### src/rtl/forklift_pkg.sv
// Shared definitions for the forklift accessibility sequencer and its datapath.
//   state_e      : sequencer state encoding (also exposed on the debug bus)
//   DEF_W/DEF_H  : default grid geometry, CELLS = DEF_W*DEF_H
//   cnt_width()  : bits needed to count 0..n inclusive
//   idx_width()  : bits needed to index 0..n-1 (never less than 1)
package forklift_pkg;

   typedef enum logic [2:0] {
      S_IDLE,
      S_LOAD,
      S_READY,
      S_PASS_RST,
      S_STREAM,
      S_CHECK,
      S_DONE
   } state_e;

   localparam int DEF_W = 10;
   localparam int DEF_H = 10;
   localparam int CELLS = DEF_W * DEF_H;

   function automatic int cnt_width(input int n);
      return (n < 1) ? 1 : $clog2(n + 1);
   endfunction

   function automatic int idx_width(input int n);
      return (n <= 2) ? 1 : $clog2(n);
   endfunction

endpackage

### src/rtl/forklift_pass_ctrl_if.sv
// Bus between the sequencer and its environment (loader, host, datapath).
// Handshakes:
//   load_valid/load_ready : a cell transfers on every cycle where both are high;
//                           the loader must hold load_cell stable while load_valid
//                           is high and load_ready is low.
//   dp_in_valid           : strobe only, no backpressure; dp_accessible answers
//                           combinationally in the same cycle for the cell presented
//                           LAG strobes earlier.
// Ports summary: control (clear, start), load stream, status (busy, done, error,
// counters), datapath stream (dp_rst, dp_in_valid, dp_cell, dp_accessible) and a
// debug view of the sequencer state (dbg_state).
interface forklift_pass_ctrl_if
   import forklift_pkg::*;
#(
   parameter int CNT_W = 7
);
   logic             clear;
   logic             load_valid;
   logic             load_cell;
   logic             load_ready;
   logic             start;
   logic             busy;
   logic             done;
   logic             error;
   logic             dp_rst;
   logic             dp_in_valid;
   logic             dp_cell;
   logic             dp_accessible;
   logic [CNT_W-1:0] first_removed;
   logic [CNT_W+7:0] total_removed;
   logic [7:0]       pass_count;
   state_e           dbg_state;

   // Sequencer side
   modport slave (
      input  clear, load_valid, load_cell, start, dp_accessible,
      output load_ready, busy, done, error, dp_rst, dp_in_valid, dp_cell,
             first_removed, total_removed, pass_count, dbg_state
   );

   // Environment side
   modport master (
      output clear, load_valid, load_cell, start, dp_accessible,
      input  load_ready, busy, done, error, dp_rst, dp_in_valid, dp_cell,
             first_removed, total_removed, pass_count, dbg_state
   );
endinterface

### src/rtl/forklift_frame_buf.sv
// Frame buffer holding the paper-roll grid, one bit per cell.
//   clk, rst  : clock, synchronous active-high reset (zeroes every cell)
//   clear     : zeroes every cell, same effect as rst
//   wr_*      : load write port
//   clr_*     : verdict clear port; kept separate from the load port so the two
//               never contend for one index
//   rd_idx    : combinational read port; rd_data = cell at rd_idx
module forklift_frame_buf #(
   parameter int CELLS = 100,
   parameter int IDX_W = 7
) (
   input  logic             clk,
   input  logic             rst,
   input  logic             clear,
   input  logic             wr_en,
   input  logic [IDX_W-1:0] wr_idx,
   input  logic             wr_data,
   input  logic             clr_en,
   input  logic [IDX_W-1:0] clr_idx,
   input  logic [IDX_W-1:0] rd_idx,
   output logic             rd_data
);
   logic [CELLS-1:0] mem_q;
   logic [CELLS-1:0] mem_d;

   always_comb begin
      mem_d = mem_q;
      if (wr_en) mem_d[wr_idx] = wr_data;
      if (clr_en) mem_d[clr_idx] = 1'b0;
      if (clear) mem_d = '0;
   end

   always_ff @(posedge clk) begin
      if (rst) mem_q <= '0;
      else     mem_q <= mem_d;
   end

   assign rd_data = mem_q[rd_idx];
endmodule

### src/rtl/forklift_pass_ctrl.sv
// Sequencer for the streaming forklift accessibility datapath. Loads a W x H grid,
// then streams it row-major through the external datapath pass after pass,
// clearing each cell the datapath flags, until a pass removes nothing.
//   clk, rst : clock, synchronous active-high reset
//   bus      : forklift_pass_ctrl_if.slave (load stream, start/clear, status,
//              datapath stream, debug state)
module forklift_pass_ctrl
   import forklift_pkg::*;
#(
   parameter int W        = 10,
   parameter int H        = 10,
   parameter int LAG      = W + 1,
   parameter int MAX_PASS = 255,
   parameter int CNT_W    = cnt_width(W * H)
) (
   input  logic                  clk,
   input  logic                  rst,
   forklift_pass_ctrl_if.slave   bus
);
   localparam int NC     = W * H;
   localparam int IDX_W  = idx_width(NC);
   localparam int SIDX_W = idx_width(NC + LAG);
   localparam logic [SIDX_W-1:0] LAG_S   = SIDX_W'(LAG);
   localparam logic [SIDX_W-1:0] NC_S    = SIDX_W'(NC);
   localparam logic [SIDX_W-1:0] LAST_S  = SIDX_W'(NC + LAG - 1);
   localparam logic [CNT_W-1:0]  LAST_L  = CNT_W'(NC - 1);
   localparam logic [7:0]        MAXP_M1 = 8'(MAX_PASS - 1);

   state_e              state_q, state_d;
   logic [CNT_W-1:0]    idx_q, idx_d;
   logic [SIDX_W-1:0]   sidx_q, sidx_d;
   logic [CNT_W-1:0]    pass_rm_q, pass_rm_d;
   logic [CNT_W-1:0]    first_q, first_d;
   logic [CNT_W+7:0]    total_q, total_d;
   logic [7:0]          pcnt_q, pcnt_d;
   logic                err_q, err_d;
   logic                done_q, done_d;

   logic                wr_en, clr_en, rd_data;
   logic                load_ready, busy, dp_valid, pass_rst;
   logic [SIDX_W-1:0]   v_s;
   logic                verdict_hit;

   // Verdict for cell v = sidx - LAG arrives while cell sidx is presented. The
   // clear lands behind the read pointer, and the datapath already holds every
   // neighbour of later cells, so each pass sees a snapshot of the grid.
   assign v_s         = sidx_q - LAG_S;
   assign verdict_hit = dp_valid && (sidx_q >= LAG_S) && (v_s < NC_S) && bus.dp_accessible;

   forklift_frame_buf #(.CELLS(NC), .IDX_W(IDX_W)) u_frame (
      .clk     (clk),
      .rst     (rst),
      .clear   (bus.clear),
      .wr_en   (wr_en),
      .wr_idx  (idx_q[IDX_W-1:0]),
      .wr_data (bus.load_cell),
      .clr_en  (clr_en),
      .clr_idx (v_s[IDX_W-1:0]),
      .rd_idx  (sidx_q[IDX_W-1:0]),
      .rd_data (rd_data)
   );

   always_comb begin
      state_d    = state_q;
      idx_d      = idx_q;
      sidx_d     = sidx_q;
      pass_rm_d  = pass_rm_q;
      first_d    = first_q;
      total_d    = total_q;
      pcnt_d     = pcnt_q;
      err_d      = err_q;
      done_d     = 1'b0;
      wr_en      = 1'b0;
      clr_en     = 1'b0;
      load_ready = 1'b0;
      busy       = 1'b0;
      dp_valid   = 1'b0;
      pass_rst   = 1'b0;
      unique case (state_q)
         S_IDLE, S_LOAD: begin
            load_ready = 1'b1;
            if (bus.load_valid) begin
               wr_en   = 1'b1;
               idx_d   = idx_q + 1'b1;
               state_d = (idx_q == LAST_L) ? S_READY : S_LOAD;
            end
         end
         S_READY, S_DONE: begin
            if (bus.start) begin
               state_d   = S_PASS_RST;
               pass_rm_d = '0;
               total_d   = '0;
               pcnt_d    = '0;
               first_d   = '0;
            end
         end
         S_PASS_RST: begin
            busy      = 1'b1;
            pass_rst  = 1'b1;
            sidx_d    = '0;
            pass_rm_d = '0;
            state_d   = S_STREAM;
         end
         S_STREAM: begin
            busy     = 1'b1;
            dp_valid = 1'b1;
            sidx_d   = sidx_q + 1'b1;
            if (verdict_hit) begin
               clr_en    = 1'b1;
               pass_rm_d = pass_rm_q + 1'b1;
            end
            if (sidx_q == LAST_S) state_d = S_CHECK;
         end
         S_CHECK: begin
            busy    = 1'b1;
            pcnt_d  = pcnt_q + 8'd1;
            total_d = total_q + {8'd0, pass_rm_q};
            if (pcnt_q == 8'd0) first_d = pass_rm_q;
            if (pass_rm_q == '0) begin
               state_d = S_DONE;
               done_d  = 1'b1;
            end else if (pcnt_q == MAXP_M1) begin
               state_d = S_DONE;
               done_d  = 1'b1;
               err_d   = 1'b1;
            end else begin
               state_d = S_PASS_RST;
            end
         end
         default: state_d = S_IDLE;
      endcase
      // clear outranks start and drops any coincident load cell
      if (bus.clear) begin
         state_d   = S_IDLE;
         idx_d     = '0;
         sidx_d    = '0;
         pass_rm_d = '0;
         first_d   = '0;
         total_d   = '0;
         pcnt_d    = '0;
         err_d     = 1'b0;
         done_d    = 1'b0;
         wr_en     = 1'b0;
         clr_en    = 1'b0;
      end
   end

   always_ff @(posedge clk) begin
      if (rst) begin
         state_q   <= S_IDLE;
         idx_q     <= '0;
         sidx_q    <= '0;
         pass_rm_q <= '0;
         first_q   <= '0;
         total_q   <= '0;
         pcnt_q    <= '0;
         err_q     <= 1'b0;
         done_q    <= 1'b0;
      end else begin
         state_q   <= state_d;
         idx_q     <= idx_d;
         sidx_q    <= sidx_d;
         pass_rm_q <= pass_rm_d;
         first_q   <= first_d;
         total_q   <= total_d;
         pcnt_q    <= pcnt_d;
         err_q     <= err_d;
         done_q    <= done_d;
      end
   end

   assign bus.load_ready    = load_ready;
   assign bus.busy          = busy;
   assign bus.done          = done_q;
   assign bus.error         = err_q;
   assign bus.dp_rst        = rst | pass_rst;
   assign bus.dp_in_valid   = dp_valid;
   assign bus.dp_cell       = dp_valid && (sidx_q < NC_S) && rd_data;
   assign bus.first_removed = first_q;
   assign bus.total_removed = total_q;
   assign bus.pass_count    = pcnt_q;
   assign bus.dbg_state     = state_q;
endmodule

### src/flat_wrapper.sv
// flat-port wrapper written by rule: the top's interface ports become plain ports
module forklift_pass_ctrl_flat import forklift_pkg::*;
#(
   parameter int W        = 10,
   parameter int H        = 10,
   parameter int LAG      = W + 1,
   parameter int MAX_PASS = 255,
   parameter int CNT_W    = cnt_width(W * H)
)
  (clk, rst, bus_clear, bus_load_valid, bus_load_cell, bus_start, bus_dp_accessible, bus_load_ready, bus_busy, bus_done, bus_error, bus_dp_rst, bus_dp_in_valid, bus_dp_cell, bus_first_removed, bus_total_removed, bus_pass_count, bus_dbg_state);
  forklift_pass_ctrl_if #(.CNT_W(CNT_W)) bus_i ();
  input  logic clk;
  input  logic rst;
  input wire logic [$bits(bus_i.clear)-1:0] bus_clear;
  input wire logic [$bits(bus_i.load_valid)-1:0] bus_load_valid;
  input wire logic [$bits(bus_i.load_cell)-1:0] bus_load_cell;
  input wire logic [$bits(bus_i.start)-1:0] bus_start;
  input wire logic [$bits(bus_i.dp_accessible)-1:0] bus_dp_accessible;
  output wire logic [$bits(bus_i.load_ready)-1:0] bus_load_ready;
  output wire logic [$bits(bus_i.busy)-1:0] bus_busy;
  output wire logic [$bits(bus_i.done)-1:0] bus_done;
  output wire logic [$bits(bus_i.error)-1:0] bus_error;
  output wire logic [$bits(bus_i.dp_rst)-1:0] bus_dp_rst;
  output wire logic [$bits(bus_i.dp_in_valid)-1:0] bus_dp_in_valid;
  output wire logic [$bits(bus_i.dp_cell)-1:0] bus_dp_cell;
  output wire logic [$bits(bus_i.first_removed)-1:0] bus_first_removed;
  output wire logic [$bits(bus_i.total_removed)-1:0] bus_total_removed;
  output wire logic [$bits(bus_i.pass_count)-1:0] bus_pass_count;
  output wire logic [$bits(bus_i.dbg_state)-1:0] bus_dbg_state;
  assign bus_i.clear = bus_clear;
  assign bus_i.load_valid = bus_load_valid;
  assign bus_i.load_cell = bus_load_cell;
  assign bus_i.start = bus_start;
  assign bus_i.dp_accessible = bus_dp_accessible;
  assign bus_load_ready = bus_i.load_ready;
  assign bus_busy = bus_i.busy;
  assign bus_done = bus_i.done;
  assign bus_error = bus_i.error;
  assign bus_dp_rst = bus_i.dp_rst;
  assign bus_dp_in_valid = bus_i.dp_in_valid;
  assign bus_dp_cell = bus_i.dp_cell;
  assign bus_first_removed = bus_i.first_removed;
  assign bus_total_removed = bus_i.total_removed;
  assign bus_pass_count = bus_i.pass_count;
  assign bus_dbg_state = bus_i.dbg_state;
  forklift_pass_ctrl #(.W(W), .H(H), .LAG(LAG), .MAX_PASS(MAX_PASS), .CNT_W(CNT_W)) u_core (.clk(clk), .rst(rst), .bus(bus_i));
endmodule
### config.mk
export PLATFORM = sky130hd
export DESIGN_NAME = forklift_pass_ctrl_flat
export DESIGN_NICKNAME = d
export VERILOG_FILES = /design/src/rtl/forklift_pkg.sv /design/src/rtl/forklift_pass_ctrl_if.sv /design/src/rtl/forklift_frame_buf.sv /design/src/rtl/forklift_pass_ctrl.sv /design/src/flat_wrapper.sv
export SDC_FILE = /design/constraint.sdc
export NUM_CORES = 1
export LEC_CHECK = 0
export ABC_AREA = 0
export BUFFER_PORTS_ARGS = -buffer_cell sky130_fd_sc_hd__buf_4
export CAP_MARGIN = 20
export CORE_ASPECT_RATIO = 0.9
export CORE_MARGIN = 2
export CORE_UTILIZATION = 60
export CTS_CLUSTER_DIAMETER = 50
export DETAILED_ROUTE_END_ITERATION = 7
export PLACE_DENSITY = 0.78
export SLEW_MARGIN = 20
export SYNTH_ARGS = -nofsm -noshare
export SYNTH_HDL_FRONTEND = slang
export SYNTH_SLANG_ARGS = --single-unit
### constraint.sdc
create_clock -name clk -period 3.81 [get_ports clk]
set_clock_uncertainty 0.2 [all_clocks]
set_input_delay 0.762 -clock clk [delete_from_list [all_inputs] [get_ports clk]]
set_output_delay 0.762 -clock clk [all_outputs]
set_load 0.01 [all_outputs]
After elaboration in Yosys (flattened, before gate mapping). Index checks and enable logic that the tools add are counted. Widths: inputs -> output; s select.

Add/sub/neg operators: 6. Order comparisons: 8. Equal/unequal tests: 14. Multiplexer cells: 38. Bitwise operators: 5. Reduce and logical (&&, ||, !) cells: 24.

Operators with widths (number): $mux 100 (2); $and 100x100->100 (1); $bwmux 100 (1); $not 100->100 (1); $pmux 15 s2 (1); $pmux 7 s2 (2); $lt 7x8->1 const B (3); $add 7x1->7 const B (3); $mux 7 (3); $pmux 7 s3 (1); $pmux 8 s2 (1); $add 15x7->15 (1); $mux 1 (15); $mux 15 (1); $mux 3 (5); $pmux 3 s5 (1); $demux 1 s7 (2); $eq 7x7->1 const B (2); $ge 7x1->1 const B (2); $lt 7x7->1 const B (2); $reduce_and 3->1 (4); $eq 3x3->1 const B (3); $add 8x1->8 const B (1); $eq 8x8->1 const B (1); 20 further kinds (36).

Register bits after elaboration: 156. Input bits: 7. Output and inout bits: 40. Word-level logic and storage cells: 105.

Logic depth before layout (Yosys ltp). Gate-level depths: netlist (run 1).

Depth after elaboration: 9. Depth in mapped cells: 10. Depth with buffers taken out: 8.

Modules after synthesis. A second synthesis (run 1) with hierarchy kept.

Cell total of the unflattened synthesis: 1080. Area total of the unflattened synthesis: 9056.2 um^2.

Modules (own cells, without submodules): forklift_frame_buf (times used 1, cells an instance 687, area each 5896.9 um^2, seq. area each 2001.9 um^2); forklift_pass_ctrl (times used 1, cells an instance 393, area each 3159.3 um^2, seq. area each 1121.1 um^2).

Least setup slack after synthesis (run 1). Ideal clock, no wire load.

Path type: flip-flop to output port. From: register u_core.sidx_q[1]. To: output port bus_dp_cell. Arrival time: 2.099 ns. Required time: 2.848 ns. Setup slack: 0.749 ns. Cell stages (with the launch flop): 9. Buffers on the path: 3. Path through: dfxtp_1 buf_4 buf_2 buf_2 mux4_2 mux2_2 o2111ai_1 nand4b_1 and3_1.

Cells in the longest elaborated chain, start to end: 3. Elaborated cells between the ends (all ways): 5. Those cells by class: 1 x order compare; 2 x mux; 2 x reduce/logical.

RTL lines: start: declaration (line forklift_pass_ctrl.sv:31) `logic [SIDX_W-1:0] sidx_q, sidx_d;`; start signal: assignment (line forklift_pass_ctrl.sv:162) `sidx_q <= sidx_d;`; $bmux 1 s7 / $lt 7x7->1 (equally long branches) (line forklift_frame_buf.sv:38, forklift_pass_ctrl.sv:178); $mux 1 (not written as such) / $logic_and 1x1->1 (equally long branches) (line forklift_frame_buf.sv:38, forklift_pass_ctrl.sv:178); $logic_and 1x1->1 * (line forklift_pass_ctrl.sv:178) `assign bus.dp_cell = dp_valid && (sidx_q < NC_S) && rd_data;`; end: declaration (line flat_wrapper.sv:25) `output wire logic [$bits(bus_i.dp_cell)-1:0] bus_dp_cell;`.

Every way passes the cells marked *; elsewhere a longest branch is shown, timed or not. The select of a mux whose other input is x is not followed.

Worst setup path in the final report (run 1).
From: register u_core.sidx_q[0]. To: output port bus_dp_cell.

Same word-level chain as after synthesis.

==> results of run 1 <==
layout make-up:
cell class | count | area [µm²]
inverter | 16 | 60.1
fill | 1206 | 4590
tap | 198 | 248
clock buffer | 18 | 439
timing repair buffer | 77 | 589
multi-input combinational | 768 | 5380
clock inverter | 14 | 170
sequential | 156 | 3130
through the flow:
step                hold slack (ps)  instances  power (W)  utilization [%]  worst slack [ps]
floorplan                       265       1022    0.00173                -               749
global placement                265       1213    0.00176             64.2               562
detailed placement              285       1213    0.00177             64.2               530
CTS                             296       1245    0.00350             68.4              63.8
global route                    323       1247    0.00358             68.6              18.3
finish                          294       1247    0.00349             68.6               125
registers in the layout, summed over array words and instances, names as in the netlist:
| register | count |
|---|---|
| u_core.bus.pass_count | 8 |
| u_core.bus.total_removed | 15 |
| u_core.bus.error | 1 |
| u_core.u_frame.mem_q | 100 |
| u_core.sidx_q | 7 |
| u_core.idx_q | 7 |
| u_core.bus.dbg_state | 3 |
| u_core.bus.first_removed | 7 |
| u_core.pass_rm_q | 7 |
| u_core.bus.done | 1 |
worst max-delay path by stage:
stage / start / end / slack, ps / cells after the start
floorplan: u_core.sidx_q[1] / bus_dp_cell / 750 / 8
global placement: u_core.sidx_q[1] / bus_dp_cell / 560 / 7
detailed placement: u_core.sidx_q[1] / bus_dp_cell / 530 / 7
CTS: u_core.sidx_q[1] / bus_dp_cell / 60 / 7
global route: u_core.sidx_q[0] / bus_dp_cell / 20 / 8
finish: u_core.sidx_q[0] / bus_dp_cell / 120 / 7
cell usage in the layout, fill, tap and decap left out, types with 8 or more instances in the layout:
| master | n |
|---|---|
| nand3_1 | 29 |
| nor3_1 | 15 |
| a21oi_1 | 56 |
| dfxtp_1 | 154 |
| nand2b_1 | 17 |
| buf_4 | 73 |
| xnor2_1 | 8 |
| nor2_1 | 84 |
| ha_1 | 15 |
| a22oi_1 | 18 |
| o311ai_0 | 27 |
| inv_1 | 15 |
| o21ai_0 | 13 |
| and3_1 | 12 |
| nand2_1 | 129 |
| a211oi_1 | 80 |
| o21bai_1 | 26 |
| mux4_2 | 16 |
| mux2i_1 | 104 |
| clkbuf_16 | 17 |
logic make-up after synthesis:
family	count (synthesis)	synth area share [%]
xor+xnor	15	1.48
compound gates	257	20.4
mux	123	16.1
fa+ha+maj	16	2.33
flops	156	35.1
buf+inv	98	4.70
simple gates	357	19.8
routing by layer:
layer	routed length (µm)	share of wire (%)	track usage [%]
met1	11500	46	46.4
met2	11200	44	48.0
met3	2000	8.0	7.14
met4	431	1.7	9.61
met5	0	0	0
power groups by stage:
stage / Sequential [W] / Clock (W) / Combinational (W)
6_report: 0.00164 / 0.00176 / 0.0000952
5_1_grt: 0.00164 / 0.00184 / 0.000102
4_1_cts: 0.00164 / 0.00177 / 0.0000930
3_5_place_dp: 0.00167 / 0 / 0.0000926
3_3_place_gp: 0.00167 / 0 / 0.0000916
2_1_floorplan: 0.00167 / 0 / 0.0000640
critical path: stages, from the launching register on:
cell,delay [ps]
dfxtp_1,480
mux4_2,550
or3b_2,200
nand2_1,60
a2111oi_0,470
o21ai_0,160
and3_1,230
buf_4,150
==> metrics.md, run 1 <==
| Metric | Value |
|---|---|
| CP Class | reg -> out |
| Max cap viols | 0 |
| Post-synthesis sequential area ratio | 35.1% |
| Hold buffer count at CTS | 0 |
| Mean post-synth cell area | 8.71 µm² |
| Placer Congestion | 0.945 |
| Post-route ant nets | 0 |
| Largest area contributor in the netlist | dfxtp_1 |
| Fin area | 10,000 µm² |
| Routed WL | 25.1 mm |
| Post-synth ARST share | 0% |
| CTS H-tree depth | 4 |
| Clock latency on the worst-skew pair | 430 ps |
| Layout cell share with drive strength beyond 1 | 14.9% |
| Vias in the first global route | 7,489 |
| Yosys Warn Count | 0 |
| Vias | 8,083 |
| Diodes inserted | 0 |
| Post-synthesis register bit count | 156 |
| Synth Instances | 1,022 |
| Clk root buf | clkbuf_16 |
| Hold Crit Start | u_core.bus.total_removed[5] |
| Post-CTS setup buffers | 0 |
| Largest net degree at the start of global routing | 101 |
| Number of library cell types mapped by synthesis | 62 |
| 1st-pass router iterations | 5 |
| Hold Path Depth | 2 |
| TNS Setup | 0 ps |
| Initial core utilization | 60.9% |
| R2R depth | 7 |
| Synth cell count leaders | dfxtp_1 (156), nand2_1 (129), mux2i_1 (104), nor2_1 (85), a211oi_1 (80) |
| Synth-to-Final Area Change | 12.6% |
| Initial antenna violation count | 0 |
| Predominant post-synthesis flop cell | dfxtp_1 |
| Synth area leaders | dfxtp_1 (35%), mux2i_1 (12%), a211oi_1 (6.8%), nand2_1 (5.4%), mux4_2 (4.1%) |
| Hold Path Class | reg -> reg |
| CTS buffer count | 17 |
| Required @ worst endpoint | 2850 ps |
| CTS Sinks | 156 |
| Final Cycle Share | 96.7% |
| Min Tclk post-route | 3690 ps |
| Headroom to the max-slew limit | 32.5% |
| Max frequency | 0.271 GHz |
| Die Wd | 132 µm |
| Final setup viols | 0 |
| Vias per inst | 6.48 |
| Critical path arrival | 2720 ps |
| Max-slew violation count | 0 |
| Core area | 14,600 µm² |
| Int Power | 0.00270 W |
| Worst vdd ir | 0.312 mV |
| Starting DRT DRC Count | 913 |
| Sw Share | 22.6% |
| R2r setup slk | 540 ps |
| Clock group share of total power | 50.4% |
| Port bufs | 46 |
| RSZ-0062 raised after global routing | false |
| Global-route wire length before repair | 40.4 mm |
| Die area | 15,800 µm² |
| Share of the synthesized area in the top cell type | 35.1% |
| Post-Syn Nets | 1,045 |
| Critical path capture point type | output pin |
| Post-synth EDFFs | 0 |
| Detailed placement HPWL | 17.2 mm |
| Rows | 42 |
| I/O pins | 47 |
| Final Hold Viols | 0 |
| Drt drc | 0 |
| Hold EP | u_core.bus.total_removed[5] |
| Die height | 120 µm |
| Part of the power in registers | 46.9% |
| Worst Tran Pin Value | 1000 ps |
| R2R Path Start | u_core.sidx_q[0] |
| Post-CTS sizing | 0 |
| Largest fanout on the critical path | 7 |
| Worst reg2reg endpoint | u_core.u_frame.mem_q[51] |
| Combinational share of power | 2.7% |
| Nets | 1,059 |
| Cell Area, Placed | 9380 µm² |
| Power Density | 349 nW/µm² |
| Total global-route track usage | 32.1% |
| CTS tree | built |
| Clock buffer depth | 2 |
| Leak | 3.78 nW |
| Clock-pin transition on the worst setup and hold timing paths | 60 ps |
| NetSw | 0.000788 W |
| Grt total ovfl | 0 |
| Outcome | complete, no violations |
| Mapped cell area | 8900 µm² |
| Worst setup SP type | flop |
| Most common cell in the netlist | dfxtp_1 |
| Average wire per standard cell | 20.1 µm |
No activity file was read; power rests on OpenSTA's default activity.
==> run 2: changes to the inputs <==
--- a/config.mk
+++ b/config.mk
@@ -10,11 +10,12 @@
 export CAP_MARGIN = 20
 export CORE_ASPECT_RATIO = 0.9
 export CORE_MARGIN = 2
-export CORE_UTILIZATION = 60
+export CORE_UTILIZATION = 50
+export CTS_BUF_LIST = sky130_fd_sc_hd__clkbuf_8 sky130_fd_sc_hd__clkbuf_16
 export CTS_CLUSTER_DIAMETER = 50
 export DETAILED_ROUTE_END_ITERATION = 7
-export PLACE_DENSITY = 0.78
-export SLEW_MARGIN = 20
+export PLACE_DENSITY = 0.67
+export SLEW_MARGIN = 30
 export SYNTH_ARGS = -nofsm -noshare
 export SYNTH_HDL_FRONTEND = slang
 export SYNTH_SLANG_ARGS = --single-unit
==> run 2 against run 1 <==
Sequential share of layout area shrank 0.32 points. Die area grew 19%. Total power shrank 3.4%. Utilization shrank 11 points. Cell count grew 4.2%. Hold slack lost 9.7 ps. Maximum frequency grew 0.97%. Clock power shrank 7%. Non-clock buffer count grew 11. Largest power group is now registers.
==> metrics.md, run 2 (synthesized netlist as in run 1, its figures left out) <==
| Metric | Value |
|---|---|
| Most used cell along the critical path | buf_4 |
| Post-route ant nets | 0 |
| Fin area | 10,100 µm² |
| Hold Crit Start | u_core.bus.total_removed[5] |
| CTS H-tree depth | 4 |
| Diodes inserted | 0 |
| Final setup margin | 160 ps |
| 1st-pass router iterations | 5 |
| Clock buffer depth | 2 |
| Worst Tran Pin Value | 957 ps |
| Vias in the first global route | 7,303 |
| Required @ worst endpoint | 2850 ps |
| Hold Path Depth | 2 |
| Detailed placement HPWL | 17.5 mm |
| Clk root buf | clkbuf_16 |
| Most common cell after layout, fill and taps aside | dfxtp_1 |
| Top Layer Used | met4 |
| Port bufs | 46 |
| Core area | 17,600 µm² |
| Layout cell share with drive strength beyond 1 | 15.6% |
| Placed Instances | 1,268 |
| R2r setup slk | 550 ps |
| Levels on crit path | 8 |
| Final Hold Viols | 0 |
| Synth-to-Final Area Change | 13.8% |
| Total global-route track usage | 27.9% |
| Largest net degree at the start of global routing | 101 |
| RSZ-0062 raised after global routing | false |
| Headroom to the max-slew limit | 35.7% |
| Final setup viols | 0 |
| Power Density | 333 nW/µm² |
| Drt drc | 0 |
| Clock-pin transition on the worst setup and hold timing paths | 60 ps |
| Commonest non-fill, non-tap cells in the layout | dfxtp_1 (154), nand2_1 (129), mux2i_1 (104) |
| R2R depth | 10 |
| Nets | 1,070 |
| Sum of buffers and inverters on the critical path | 2 |
| Crit-path cells | buf_4 > mux4_2 > mux2i_1 > nor2_1 > nor4b_2 > o21ai_0 > and3_1 > buf_4 |
| Worst reg2reg endpoint | u_core.u_frame.mem_q[80] |
| Critical path arrival | 2690 ps |
| Met1 WL | 12.6 mm |
| Leak | 3.83 nW |
| Hold EP | u_core.bus.total_removed[5] |
| Routed WL | 25.7 mm |
| Die Wd | 145 µm |
| Average wire per standard cell | 19.8 µm |
| Critical path capture point type | output pin |
| I/O pins | 47 |
| Max cap viols | 0 |
| Critical Path Slowest Stage Cell | mux4_2 |
| Rows | 46 |
| Clock latency on the worst-skew pair | 430 ps |
| Max-slew violation count | 0 |
| Hold buffer count at CTS | 0 |
| Post-CTS setup buffers | 0 |
| Largest fanout on the critical path | 10 |
| Flip-flop count of the largest register after layout | 100 |
| Initial core utilization | 50.7% |
| Cell Area, Placed | 9540 µm² |
| Final Cycle Share | 95.8% |
| TNS Setup | 0 ps |
| Starting DRT DRC Count | 831 |
| Worst vdd ir | 0.262 mV |
| R2R Path Start | u_core.sidx_q[0] |
| Worst slack at placement | 419 ps |
| Grt total ovfl | 0 |
| Final core utilization | 57.7% |
| Max frequency | 0.274 GHz |
| Global-route wire length before repair | 40.7 mm |
| Outcome | complete, no violations |
| CTS Sinks | 156 |
| CTS tree | built |
| Slowest stage delay, CP | 510 ps |
| Hold Path Class | reg -> reg |
| Die height | 131 µm |
| Fin cells | 1,299 |
| Min Tclk post-route | 3650 ps |
| Die area | 18,900 µm² |
| Met3 wire length | 1.75 mm |
| Met2 WL | 11.1 mm |
| Vias per inst | 6.13 |
| Initial antenna violation count | 0 |
| Vias | 7,965 |
| Placer Congestion | 0.895 |
| CP Class | reg -> out |
| Worst setup SP type | flop |
| CTS buffer count | 17 |
| Largest reg by FF count | u_core.u_frame.mem_q |
| Crit-path leading delay family | multiplexers |
[run 2: cell count changes in the layout (fill, tap and decap cells not counted), moves of 2 or more]
| cell | before | now |
|---|---|---|
| clkinv_4 | 3 | 1 |
| bufinv_16 | 3 | 1 |
| buf_4 | 73 | 84 |
| clkbuf_8 | 1 | 3 |
| buf_2 | 2 | 0 |
[run 2: repair_timing]
action,CTS,global route
setup endpoints to repair,0,1
gates resized for setup,0,4
endpoints found under the hold margin,0,0
[run 2: worst register-to-register path: stages (launching register included)]
cell	delay (ps)
dfxtp_2	470
buf_12	200
ha_1	360
o21ai_1	100
nand2_1	110
xor2_1	280
o31ai_4	180
buf_4	230
nor4_2	610
buf_4	300
a211oi_1	90
[run 2: cell type report]
cell class | count | area, µm²
Tap cell | 240 | 300
Timing Repair Buffer | 88 | 693
Fill cell | 1566 | 7430
Sequential cell | 156 | 3130
Inverter | 16 | 60.1
Multi-Input combinational cell | 768 | 5380
Clock inverter | 11 | 93.8
Clock buffer | 20 | 467
[run 2: routing by layer]
layer,track usage [%],vias to the layer above
li1,-,3826
met1,42.7,3878
met3,6.52,22
met5,0,-
met4,5.65,0
met2,39.9,239
[run 2: worst max path at each step]
stage                     start                        to  slack [ps]
2_1_floorplan  u_core.sidx_q[1]               bus_dp_cell         750
4_1_cts        u_core.sidx_q[1]               bus_dp_cell          30
5_1_grt        u_core.sidx_q[1]               bus_dp_cell          20
3_5_place_dp   u_core.sidx_q[0]  u_core.u_frame.mem_q[83]         420
6_report       u_core.sidx_q[1]               bus_dp_cell         160
3_3_place_gp   u_core.sidx_q[0]  u_core.u_frame.mem_q[83]         510
[run 2: power by group]
part | leakage, nW | internal (W) | total [W] | switching [W]
clock | 0.275 | 0.000943 | 0.00164 | 0.000698
combinational | 2.30 | 0.0000251 | 0.0000975 | 0.0000724
sequential | 1.26 | 0.00163 | 0.00164 | 0.00000404
[run 2: metrics by stage]
| stage | hold WS, ps | power (W) |
|---|---|---|
| global placement | 269 | 0.00177 |
| CTS | 288 | 0.00339 |
| floorplan | 265 | 0.00173 |
| detailed placement | 278 | 0.00177 |
| finish | 285 | 0.00337 |
| global route | 310 | 0.00347 |
==> run 3: changes to the inputs <==
--- a/config.mk
+++ b/config.mk
@@ -6,7 +6,7 @@
 export NUM_CORES = 1
 export LEC_CHECK = 0
 export ABC_AREA = 0
-export BUFFER_PORTS_ARGS = -buffer_cell sky130_fd_sc_hd__buf_4
+export BUFFER_PORTS_ARGS = -buffer_cell sky130_fd_sc_hd__buf_2
 export CAP_MARGIN = 20
 export CORE_ASPECT_RATIO = 0.9
 export CORE_MARGIN = 2
==> run 3 against run 2 <==
First-iteration DRC count shrank 1.6%. Die area is the same. Flip-flop and latch count is the same. Utilization shrank 0.57 points. Register-to-register slack gained 40 ps. Cell area shrank 0.99%. Critical path depth is the same.
==> metrics.md, run 3 (synthesized netlist as in run 1, its figures left out) <==
| Metric | Value |
|---|---|
| Hold Path Depth | 2 |
| Drt drc | 0 |
| CTS H-tree depth | 4 |
| CTS Sinks | 156 |
| Grt total ovfl | 0 |
| Diodes inserted | 0 |
| Detailed placement HPWL | 17.3 mm |
| Layout cell share with drive strength beyond 1 | 14.5% |
| Starting DRT DRC Count | 818 |
| Clock-pin transition on the worst setup and hold timing paths | 70 ps |
| Outcome | complete, no violations |
| Vias in the first global route | 7,287 |
| Global-route wire length before repair | 40.4 mm |
| Placer Congestion | 0.903 |
| Largest net degree at the start of global routing | 53 |
| Hold buffer count at CTS | 0 |
| Clk root buf | clkbuf_16 |
| R2r setup slk | 590 ps |
| Final setup viols | 0 |
| Leak | 3.80 nW |
| Fill count | 1,578 |
| Worst reg2reg endpoint | u_core.u_frame.mem_q[34] |
| Final core utilization | 57.1% |
| Initial antenna violation count | 0 |
| Die area | 18,900 µm² |
| Required @ worst endpoint | 2850 ps |
| Commonest non-fill, non-tap cells in the layout | dfxtp_1 (154), nand2_1 (129), mux2i_1 (104) |
| Max frequency | 0.277 GHz |
| Post-CTS sizing | 0 |
| CTS buffer count | 17 |
| Min Tclk post-route | 3610 ps |
| I/O pins | 47 |
| Vias per inst | 6.21 |
| Area of the multi-input gates | 5380 µm² |
| Most common cell after layout, fill and taps aside | dfxtp_1 |
| Post-CTS setup buffers | 0 |
| Power Density | 373 nW/µm² |
| Max-slew violation count | 0 |
| Routed WL | 25.7 mm |
| Initial core utilization | 50.7% |
| Total global-route track usage | 27.8% |
| Final Hold Viols | 0 |
| Die height | 131 µm |
| RSZ-0062 raised after global routing | false |
| Hold Path Class | reg -> reg |
| Clock latency on the worst-skew pair | 430 ps |
| Final Cycle Share | 94.6% |
| R2R depth | 8 |
| Storage element area | 3130 µm² |
| Average wire per standard cell | 20.0 µm |
| Largest fanout on the critical path | 28 |
| TNS Setup | 0 ps |
| Max cap viols | 0 |
| Core area | 17,600 µm² |
| Critical path arrival | 2640 ps |
| Worst setup SP type | flop |
| Clock buffer depth | 2 |
| Hold EP | u_core.bus.total_removed[5] |
| Vias | 7,983 |
| Flip-flop count of the largest register after layout | 100 |
| Hold slack | 277 ps |
| Die Wd | 145 µm |
| Worst vdd ir | 0.261 mV |
| CP Class | reg -> out |
| CTS tree | built |
| 1st-pass router iterations | 7 |
| Headroom to the max-slew limit | 34.3% |
| Largest reg by FF count | u_core.u_frame.mem_q |
| Hold Crit Start | u_core.bus.total_removed[5] |
| Nets | 1,055 |
| Critical path capture point type | output pin |
| R2R Path Start | u_core.sidx_q[1] |
| Post-route ant nets | 0 |
| Worst Tran Pin Value | 979 ps |
| Port bufs | 46 |
| Rows | 46 |
| Synth-to-Final Area Change | 12.6% |
[run 3: cell count changes in the layout (fill, tap and decap cells not counted), sizes merged]
cell / previous run / this run
clkinv: 5 / 4
bufinv: 1 / 6
clkinvlp: 3 / 1
clkbuf: 20 / 18
buf: 88 / 73
inv: 18 / 19
[run 3: report_power, final]
part / leakage (nW) / switching [W] / internal (W)
logic: 2.21 / 0.0000728 / 0.0000243
registers: 1.26 / 0.00000405 / 0.00163
clock network: 0.332 / 0.000749 / 0.00125
total: 3.80 / 0.000826 / 0.00291
[run 3: layout make-up]
| cell class | count | share of cell area, % |
|---|---|---|
| Multi-Input combinational cell | 768 | 53.7 |
| Sequential cell | 156 | 31.2 |
| Timing Repair Buffer | 73 | 4.72 |
| Clock buffer | 18 | 4.38 |
| Tap cell | 240 | 3.00 |
| Clock inverter | 14 | 2.40 |
| Inverter | 16 | 0.599 |
[run 3: metal layers]
metal | global-route usage (%) | vias to the layer above | routed length (µm)
met4 | 7.42 | 0 | 399
met5 | 0 | - | 0
met3 | 5.65 | 40 | 1770
li1 | - | 3817 | -
met2 | 39.6 | 271 | 10800
met1 | 42.5 | 3855 | 12700
[run 3: worst max-delay path, stage by stage, from the launching register on]
cell,delay (ps)
dfxtp_2,410
buf_12,220
nor2b_1,360
a22oi_1,140
and3_1,180
a2111oi_0,400
o21ai_0,140
and3_1,220
buf_2,140
[run 3: per-stage QoR]
step           total power [W]  instance area [µm²]  std cells  setup slack [ps]
5_1_grt                0.00382                10000       1285              14.3
3_3_place_gp           0.00177                 9310       1253               592
6_report               0.00373                10000       1285               205
2_1_floorplan          0.00173                 8900       1022               749
3_5_place_dp           0.00177                 9310       1253               541
4_1_cts                0.00374                 9990       1285              78.6
[run 3: worst max-delay path by stage]
stage / from / end / slack [ps]
floorplan: u_core.sidx_q[1] / bus_dp_cell / 750
global placement: u_core.sidx_q[0] / bus_dp_cell / 590
detailed placement: u_core.sidx_q[0] / bus_dp_cell / 540
CTS: u_core.sidx_q[1] / bus_dp_cell / 80
global route: u_core.sidx_q[3] / bus_dp_cell / 10
finish: u_core.sidx_q[0] / bus_dp_cell / 200
